**src/rtl/vga_sched_pkg.sv**
```systemverilog
// Shared types and constants for the VGA pattern scheduler.
// Optional fade feature is enabled by defining VGA_PATTERN_FADE_EN.
package vga_sched_pkg;

  // Scheduler states; the fade states are only reachable with fading enabled.
  typedef enum logic [1:0] {
    S_SHOW     = 2'd0,
    S_PEND     = 2'd1,
    S_FADE_OUT = 2'd2,
    S_FADE_IN  = 2'd3
  } sched_state_e;

  // Pattern mode codes.
  localparam logic [2:0] MODE_XBARS   = 3'd0;
  localparam logic [2:0] MODE_YBARS   = 3'd1;
  localparam logic [2:0] MODE_CHECKER = 3'd2;
  localparam logic [2:0] MODE_GRAD    = 3'd3;
  localparam logic [2:0] MODE_WHITE   = 3'd4;

  // Depth of the switch synchronisers.
  localparam int SYNC_DEPTH = 2;

endpackage

```
**src/rtl/vga_pattern_gen.sv**
```systemverilog
// Combinational test-pattern generator: mode + pixel coordinates -> RGB.
// Unused mode codes produce black.
module vga_pattern_gen
  import vga_sched_pkg::*;
(
  input  logic [2:0] mode,
  input  logic [9:0] coord_x,
  input  logic [9:0] coord_y,
  output logic [7:0] red,
  output logic [7:0] green,
  output logic [7:0] blue
);

  // Coordinate bits that no pattern looks at.
  logic unused_coord_bits;
  assign unused_coord_bits = ^{coord_x[1:0], coord_y[9], coord_y[0]};

  // Pick the pattern for the current mode.
  always_comb begin
    red   = 8'h00;
    green = 8'h00;
    blue  = 8'h00;
    case (mode)
      MODE_XBARS: begin
        red   = {8{~coord_x[7]}};
        green = {8{~coord_x[6]}};
        blue  = {8{~coord_x[5]}};
      end
      MODE_YBARS: begin
        red   = {8{~coord_y[7]}};
        green = {8{~coord_y[6]}};
        blue  = {8{~coord_y[5]}};
      end
      MODE_CHECKER: begin
        red   = {8{coord_x[5] ^ coord_y[5]}};
        green = {8{coord_x[5] ^ coord_y[5]}};
        blue  = {8{coord_x[5] ^ coord_y[5]}};
      end
      MODE_GRAD: begin
        red   = coord_x[9:2];
        green = coord_y[8:1];
        blue  = 8'h00;
      end
      MODE_WHITE: begin
        red   = 8'hFF;
        green = 8'hFF;
        blue  = 8'hFF;
      end
      default: begin
        red   = 8'h00;
        green = 8'h00;
        blue  = 8'h00;
      end
    endcase
  end

endmodule

```
**src/rtl/vga_pattern_scheduler.sv**
```systemverilog
// Selects the VGA test pattern and defers mode changes to frame boundaries.
// Manual selection from switches, or timed auto-cycling through modes.
// Define VGA_PATTERN_FADE_EN to fade out/in across a mode change.
//
// Handshake note: there is no valid/ready pair here; the only qualifier is
// 'enable', a pixel-rate strobe. Every register except the switch
// synchronisers holds its value while enable=0 and advances when enable=1.
module vga_pattern_scheduler
  import vga_sched_pkg::*;
#(
  parameter int NUM_MODES    = 5,
  parameter int DWELL_FRAMES = 60,
  parameter int FRAME_CNT_W  = 16
) (
  input  logic                   clock,
  input  logic                   reset,
  input  logic                   enable,
  input  logic [9:0]             iCoord_X,
  input  logic [9:0]             iCoord_Y,
  input  logic [2:0]             iMode_req,
  input  logic                   iAuto,
  output logic [7:0]             oRed,
  output logic [7:0]             oGreen,
  output logic [7:0]             oBlue,
  output logic [2:0]             oMode,
  output logic                   oPending,
  output logic [FRAME_CNT_W-1:0] oFrame_count,
  output logic [1:0]             oState
);

  localparam int              DW          = $clog2(DWELL_FRAMES + 1);
  localparam logic [DW-1:0]   DWELL_LAST  = DW'(DWELL_FRAMES - 1);
  localparam logic [3:0]      NUM_MODES_W = 4'(NUM_MODES);
  localparam logic [2:0]      LAST_MODE   = 3'(NUM_MODES - 1);

  logic [SYNC_DEPTH-1:0][2:0] req_sync;
  logic [SYNC_DEPTH-1:0]      auto_sync;
  logic [2:0]                 req_s;
  logic                       auto_s;

  sched_state_e   state, state_d;
  logic [2:0]     pend_mode, pend_d, mode_d, next_mode;
  logic [DW-1:0]  dwell, dwell_d;
  logic [9:0]     prev_y;
  logic           fb, req_ok, dwell_done, swap;
  logic [7:0]     pat_r, pat_g, pat_b;
`ifdef VGA_PATTERN_FADE_EN
  logic [1:0]     level, level_d;
`endif

  // Two-flop synchronisers for the raw switches, clocked every cycle.
  always_ff @(posedge clock or posedge reset) begin
    if (reset) begin
      req_sync  <= '0;
      auto_sync <= '0;
    end else begin
      req_sync[0]  <= iMode_req;
      auto_sync[0] <= iAuto;
      for (int i = 1; i < SYNC_DEPTH; i++) begin
        req_sync[i]  <= req_sync[i-1];
        auto_sync[i] <= auto_sync[i-1];
      end
    end
  end

  assign req_s      = req_sync[SYNC_DEPTH-1];
  assign auto_s     = auto_sync[SYNC_DEPTH-1];
  assign fb         = enable && (iCoord_Y == 10'd0) && (prev_y != 10'd0);
  // A request is acted on only if it names a real mode different from the shown one.
  assign req_ok     = ({1'b0, req_s} < NUM_MODES_W) && (req_s != oMode);
  assign dwell_done = auto_s && (dwell == DWELL_LAST);
  assign next_mode  = (oMode == LAST_MODE) ? 3'd0 : oMode + 3'd1;
  assign oPending   = (state != S_SHOW);
  assign oState     = state;

  // Next-state logic; a manual request takes priority over auto expiry.
  always_comb begin
    state_d = state;
    pend_d  = pend_mode;
    mode_d  = oMode;
    swap    = 1'b0;
`ifdef VGA_PATTERN_FADE_EN
    level_d = level;
`endif
    case (state)
      S_SHOW: begin
        if (req_ok) begin
          pend_d  = req_s;
          state_d = S_PEND;
        end else if (fb && dwell_done) begin
          pend_d  = next_mode;
          state_d = S_PEND;
        end
      end
      S_PEND: begin
        if (req_ok) pend_d = req_s;
        if (fb) begin
`ifdef VGA_PATTERN_FADE_EN
          state_d = S_FADE_OUT;
          level_d = 2'd0;
`else
          mode_d  = pend_d;
          swap    = 1'b1;
          state_d = S_SHOW;
`endif
        end
      end
`ifdef VGA_PATTERN_FADE_EN
      S_FADE_OUT: begin
        if (req_ok) pend_d = req_s;
        if (fb) begin
          if (level == 2'd3) begin
            mode_d  = pend_d;
            swap    = 1'b1;
            state_d = S_FADE_IN;
          end else begin
            level_d = level + 2'd1;
          end
        end
      end
      S_FADE_IN: begin
        if (req_ok) pend_d = req_s;
        if (fb) begin
          if (level != 2'd0) level_d = level - 2'd1;
          if (level <= 2'd1) state_d = S_SHOW;
        end
      end
`endif
      default: state_d = S_SHOW;
    endcase

    dwell_d = dwell;
    if (!auto_s || swap)              dwell_d = '0;
    else if (fb && (state == S_SHOW)) dwell_d = dwell + DW'(1);
  end

  // Scheduler registers, advanced on the pixel strobe.
  always_ff @(posedge clock or posedge reset) begin
    if (reset) begin
      state        <= S_SHOW;
      pend_mode    <= '0;
      oMode        <= '0;
      dwell        <= '0;
      prev_y       <= '0;
      oFrame_count <= '0;
`ifdef VGA_PATTERN_FADE_EN
      level        <= '0;
`endif
    end else if (enable) begin
      state     <= state_d;
      pend_mode <= pend_d;
      oMode     <= mode_d;
      dwell     <= dwell_d;
      prev_y    <= iCoord_Y;
      if (fb) oFrame_count <= oFrame_count + FRAME_CNT_W'(1);
`ifdef VGA_PATTERN_FADE_EN
      level     <= level_d;
`endif
    end
  end

  vga_pattern_gen u_gen (
    .mode    (oMode),
    .coord_x (iCoord_X),
    .coord_y (iCoord_Y),
    .red     (pat_r),
    .green   (pat_g),
    .blue    (pat_b)
  );

  // Colour registers: one enable of latency from coordinates to colour.
  always_ff @(posedge clock or posedge reset) begin
    if (reset) begin
      oRed   <= '0;
      oGreen <= '0;
      oBlue  <= '0;
    end else if (enable) begin
`ifdef VGA_PATTERN_FADE_EN
      oRed   <= pat_r >> level;
      oGreen <= pat_g >> level;
      oBlue  <= pat_b >> level;
`else
      oRed   <= pat_r;
      oGreen <= pat_g;
      oBlue  <= pat_b;
`endif
    end
  end

endmodule

```
**config.mk**
```make
export PLATFORM = sky130hd
export DESIGN_NAME = vga_pattern_scheduler
export DESIGN_NICKNAME = d
export VERILOG_FILES = /design/src/rtl/vga_sched_pkg.sv /design/src/rtl/vga_pattern_gen.sv /design/src/rtl/vga_pattern_scheduler.sv
export SDC_FILE = /design/constraint.sdc
export NUM_CORES = 1
export LEC_CHECK = 0
export ABC_AREA = 1
export CELL_PAD_IN_SITES_DETAIL_PLACEMENT = 0
export CELL_PAD_IN_SITES_GLOBAL_PLACEMENT = 1
export CORE_MARGIN = 5
export CORE_UTILIZATION = 30
export DETAILED_ROUTE_END_ITERATION = 6
export GPL_ROUTABILITY_DRIVEN = 0
export HOLD_SLACK_MARGIN = 0.03
export PLACE_DENSITY = 0.79
export SYNTH_ARGS = -nofsm -noshare
export SYNTH_HDL_FRONTEND = slang
export SYNTH_HIERARCHICAL = 1
export SYNTH_SLANG_ARGS = --single-unit
```
**constraint.sdc**
```tcl
create_clock -name clock -period 2.2 [get_ports clock]
set_input_delay 0.44 -clock clock [delete_from_list [all_inputs] [get_ports clock]]
set_output_delay 0.44 -clock clock [all_outputs]
set_load 0.02 [all_outputs]
```
==> flow_summary.ini, run 1 <==
[logic_synthesis]
synth_commonest_cells = nand2_1 (186), dfrtp_1 (71), inv_1 (42)
syn_area_um2 = 3730
synth_edf_count = 0
seq_area_frac_synth_pct = 47.6
syn_inst = 483
synth.distinct_cells = 29
synth_top_family_by_area = simple AND/OR/NAND/NOR gates
yosys_warnings = 6
yosys.area.top_type_share_pct = 47.6
synth_compound_area_share_pct = 5.60
synth-simple-area-share_pct = 33.0
synth.most_common_cell = nand2_1
synthArstFlopShare_pct = 100
synth_fa_ha_area_share_pct = 1.34
synth_flop_cell = dfrtp_1
muxShareOfSynthArea_pct = 0
syn_nets = 514
synth_xor_area_share_pct = 3.99
ys_ff_latch = 71
avgSynthCellArea_um2 = 7.73
synthTopCellsByArea = dfrtp_1 (48%), nand2_1 (19%), inv_1 (4.2%), nand3_1 (4.0%), nand4_1 (3.4%)
yosys.area.top_type = dfrtp_1

[min_path]
min_path_type = register to register

[routing]
routedWlPerCell_um = 11.9
via_count = 3229
postRouteAntennaNets = 0
vias_per_cell = 4.45
dr.pass1.iters = 5
drc = 0
totalWireLength_um = 8670
drt_iter0_drc = 255

[cts]
ctsResizeCount = 0
cts_hold_buf = 0
clk_pin_slew_ns = 0.06
clockBufferDepth = 2
clkSinkCount = 71
cts_tree = built
cts_buffers = 9
post-cts-setup-buffer-count = 0
root_buffer = clkbuf_16
cts_max_level = 3
clock_latency_ns = 0.33

[run]
maxCapViolations = 0

[floorplan]
coreArea_um2 = 12100
io_pins = 73
die_y_um = 122
floorplan.die_area_um2 = 14800
die_width_um = 122
start_util_pct = 30.8
rows = 40

[pwr]
total_leakage_power_nw = 2.45
powerDensity_nw_per_um2 = 636
peakVddDrop_mv = 0.325
power_mw = 3.12

[setup_path]
worstPathBufferInverterCount = 1
crit_type = register to primary output
critPathLaunchType = register
critical_path_required_ns = 1.76
cp_cell_sequence = clkdlybuf4s50_1
slowest_stage = clkdlybuf4s50_1
crit_arrival_ns = 1.57
critPathMaxFanout = 11
path_delay_family = buffers and inverters
crit_path_max_incr_delay_ns = 0.68
worst_setup_path_end_kind = primary output

[grt]
grt_overflow = 0
grt_max_degree = 72
grt_pass1_vias = 3158
track_usage_pct = 12.5
antenna_found_initial = 0
grt_pass1_wl_um = 15000

[timing]
rsz0062_at_grt = no
setup_viol = 0
slew-limit-headroom_pct = 48.9
finClkSkew_ns = 0.00866
hold_viol = 0
finalCritPeriodShare_pct = 91.4
fmax_mhz = 498
finalMaxSlewViolations = 0
worst_slew_pin_slew_ns = 0.764
period_minus_slack_ns = 2.01
setup_tns_ns = 0

[placement]
hpwlAfterDp_um = 6310
io_buffers = 69

[cells_and_area]
drive_above_1_share_pct = 8.06
syn2layout_area_growth_pct = 31.3
nets = 584
n_antenna_cell = 0

[status]
status = finished, final reports clean
==> cell type report <==
cell class,count,area (um2)
Tap cell,168,210
Clock buffer,11,253
Sequential cell,71,1780
Clock inverter,5,56.3
Multi-Input combinational cell,346,1640
Timing Repair Buffer,81,793
Fill cell,1262,7210
Inverter,44,169
==> worst register-to-register path: stages (launching register included) <==
cell and delay, ns:
dfrtp_1 0.51, inv_1 0.13, nand3_1 0.10, o211ai_1 0.63, nand2_1 0.12, nand2_1 0.09
==> sequential cells by signal, summed over array words and instances, names as in the netlist, 3 cells and up <==
| register | cells |
|---|---|
| req_s | 3 |
| pend_mode | 3 |
| oBlue | 8 |
| oFrame_count | 16 |
| req_sync | 3 |
| prev_y | 10 |
| dwell | 6 |
| oGreen | 8 |
| oRed | 8 |
| oMode | 3 |
==> report_power, final <==
part	leakage (nW)	internal, mW	switching (mW)
Combinational	1.41	0.109	0.150
Sequential	0.897	1.35	0.0324
Clock	0.152	0.937	0.538
==> path summary, 6_finish.rpt <==
path	startpoint	endpoint	slack, ns	depth (start not counted)
worst max-delay path	oMode[2]	oMode[2]	0.19	1
worst min-delay path	req_sync[2]	req_s[2]	0.35	0
worst max register to register	oMode[2]	oBlue[4]	0.56	5
worst min register to register	req_sync[2]	req_s[2]	0.35	0
max in group asynchronous	reset	pend_mode[1]	1.35	3
min in group asynchronous	reset	oGreen[0]	0.57	3
==> through the flow <==
stage / instance area, um2 / hold WS (ns) / utilization (%) / cells / setup WS, ns
final: 4900 / 0.347 / 40.5 / 726 / 0.190
after global routing: 4900 / 0.353 / 40.5 / 726 / 0.124
after CTS: 4900 / 0.349 / 40.5 / 726 / 0.179
after detailed placement: 4590 / 0.335 / 37.9 / 710 / 0.0476
after global placement: 4590 / 0.332 / 37.9 / 710 / 0.0915
after floorplan: 3740 / 0.331 / - / 483 / 0.603
==> kinds of logic after synthesis <==
kind of cell,count (synthesis)
AO/OA/AOI/OAI,37
XOR/XNOR,17
adder cells (fa/ha/maj),4
buffers and inverters,66
flip-flops,71
other,1
AND/OR/NAND/NOR,287
==> metal layers <==
metal	part of all wire, %	GRT usage, %	vias to the layer above
met5	0	0	-
met4	1.2	3.85	0
met3	5.5	3.34	10
met2	45	19.8	64
met1	49	16.8	1489
li1	-	-	1666
==> cell usage in the layout (no fill, tap or decap), drive strengths merged <==
| cell | count |
|---|---|
| xnor2 | 5 |
| nand3b | 3 |
| o21ai | 26 |
| buf | 12 |
| dfrtp | 71 |
| nor4b | 1 |
| o21a | 2 |
| clkinvlp | 2 |
| conb | 1 |
| a21oi | 7 |
| nand2 | 193 |
| a31oi | 1 |
| nor3 | 8 |
| xor2 | 12 |
| o211ai | 1 |
| nor2 | 32 |
| clkbuf | 11 |
| nand3 | 30 |
| clkdlybuf4s50 | 69 |
| nand4 | 20 |
| clkinv | 3 |
| bufinv | 1 |
| ha | 4 |
| inv | 43 |
(Power assumes the default switching activity.)
==> run 2: changes to the inputs <==
Settings changed: CAP_MARGIN from default to 20.
==> results of run 2 <==
No change in the layout: final DEF, timing and power equal those of run 1.
==> run 3: changes to the inputs <==
Settings changed: CTS_BUF_LIST from default to sky130_fd_sc_hd__clkbuf_8, CTS_CLUSTER_SIZE from default to 30.
==> run 3 against run 2 <==
Compared with the run above: global-route usage about the same; via count decreased by 0.19%; sequential cell count unchanged; clock-buffer cell count unchanged; final cell count unchanged; clock power decreased by 27%; utilization decreased by 0.84 points; setup slack got worse by 0.022 ns; clock skew increased by 0.0040 ns; worst hold slack improved by 0.0044 ns; critical path depth unchanged; largest power group is now registers; highest routed layer unchanged.
==> flow_summary.ini, run 3 (same netlist as run 1, synthesis figures left out) <==
[placement]
io_buffers = 69
hpwlAfterDp_um = 6310

[routing]
drt_iter0_drc = 256
postRouteAntennaNets = 0
totalWireLength_um = 8650
routedWlPerCell_um = 11.9
drc = 0
via_count = 3223
vias_per_cell = 4.44
dr.pass1.iters = 4

[setup_path]
path_delay_family = buffers and inverters
worstPathBufferInverterCount = 1
critPathLaunchType = register
slowest_stage = clkdlybuf4s50_1
crit_type = register to primary output
critPathMaxFanout = 11
critPathLaunch = oMode[2]
crit_arrival_ns = 1.59
worst_setup_path_end_kind = primary output
critical_path_required_ns = 1.76
crit_path_max_incr_delay_ns = 0.68
cp_cell_sequence = clkdlybuf4s50_1
reg2reg_from = oMode[2]

[timing]
hold_viol = 0
fmax_mhz = 492
finalMaxSlewViolations = 0
finClkSkew_ns = 0.0127
finalCritPeriodShare_pct = 92.4
setup_tns_ns = 0
rsz0062_at_grt = no
period_minus_slack_ns = 2.03
setup_viol = 0
worst_slew_pin_slew_ns = 0.769
slew-limit-headroom_pct = 48.5
hold_ws_ns = 0.351

[cts]
clock_latency_ns = 0.35
cts_hold_buf = 0
cts_max_level = 3
cts_tree = built
post-cts-setup-buffer-count = 0
clkSinkCount = 71
clockBufferDepth = 2
root_buffer = clkbuf_8
cts_buffers = 9
ctsResizeCount = 0
clk_pin_slew_ns = 0.08

[cells_and_area]
largest_reg_flops = 16
top_regs = oFrame_count x16, prev_y x10
nets = 584
syn2layout_area_growth_pct = 28.6
layout_commonest_cell = nand2_1
drive_above_1_share_pct = 8.06
final_cell_mix = nand2_1 (186), dfrtp_1 (71), clkdlybuf4s50_1 (69), inv_1 (41), nand3_1 (30)
regMostFlops = oFrame_count
n_antenna_cell = 0
fill_cells = 1274

[floorplan]
coreArea_um2 = 12100
die_width_um = 122
rows = 40
io_pins = 73
floorplan.die_area_um2 = 14800
start_util_pct = 30.8
die_y_um = 122

[status]
status = finished, final reports clean

[grt]
grt_pass1_wl_um = 15000
grt_max_degree = 72
antenna_found_initial = 0
grt_pass1_vias = 3153
grt_overflow = 0
track_usage_pct = 12.5

[pwr]
total_leakage_power_nw = 2.41
powerDensity_nw_per_um2 = 567
peakVddDrop_mv = 0.228

[min_path]
hold_start = req_sync[2]
min_path_type = register to register

[run]
maxCapViolations = 0
==> run 3: final timing paths <==
path                                   to  slack, ns  cells past startpoint
min in group asynchronous       oGreen[0]       0.54                      3
worst min register to register   req_s[2]       0.35                      0
worst max register to register   oBlue[4]       0.56                      5
worst max-delay path             oMode[2]       0.17                      1
max in group asynchronous       prev_y[0]       1.37                      3
worst min-delay path             req_s[2]       0.35                      0
==> run 3: area by class of cell <==
class,count,area [um2],area share (%)
sequential,71,1780,37.0
multi-input combinational,346,1640,34.2
timing repair buffer,81,793,16.5
tap,168,210,4.38
inverter,44,169,3.52
clock buffer,11,151,3.15
clock inverter,5,56.3,1.17
==> run 3: power breakdown <==
part	leakage [nW]	switching [mW]	total (mW)	internal, mW
combinational	1.41	0.149	0.258	0.109
sequential	0.897	0.0324	1.38	1.35
clock	0.105	0.498	1.08	0.583
==> run 3: metrics by stage <==
| step | util, % | area (um2) | total power [mW] | setup slack, ns | std cells |
|---|---|---|---|---|---|
| finish | 39.6 | 4800 | 2.72 | 0.168 | 726 |
| global route | 39.6 | 4800 | 2.86 | 0.0849 | 726 |
| CTS | 39.6 | 4800 | 2.77 | 0.138 | 726 |
| detailed placement | 37.9 | 4590 | 1.67 | 0.0476 | 710 |
| global placement | 37.9 | 4590 | 1.66 | 0.0915 | 710 |
| floorplan | - | 3740 | 1.56 | 0.603 | 483 |
==> run 3: metal layers <==
layer  wire (um)  global-route usage, %  share of wire [%]
met5           0                      0                  0
met4          97                   3.99                1.1
met3         431                   3.44                5.0
met2        3870                   19.8                 45
met1        4250                   16.7                 49
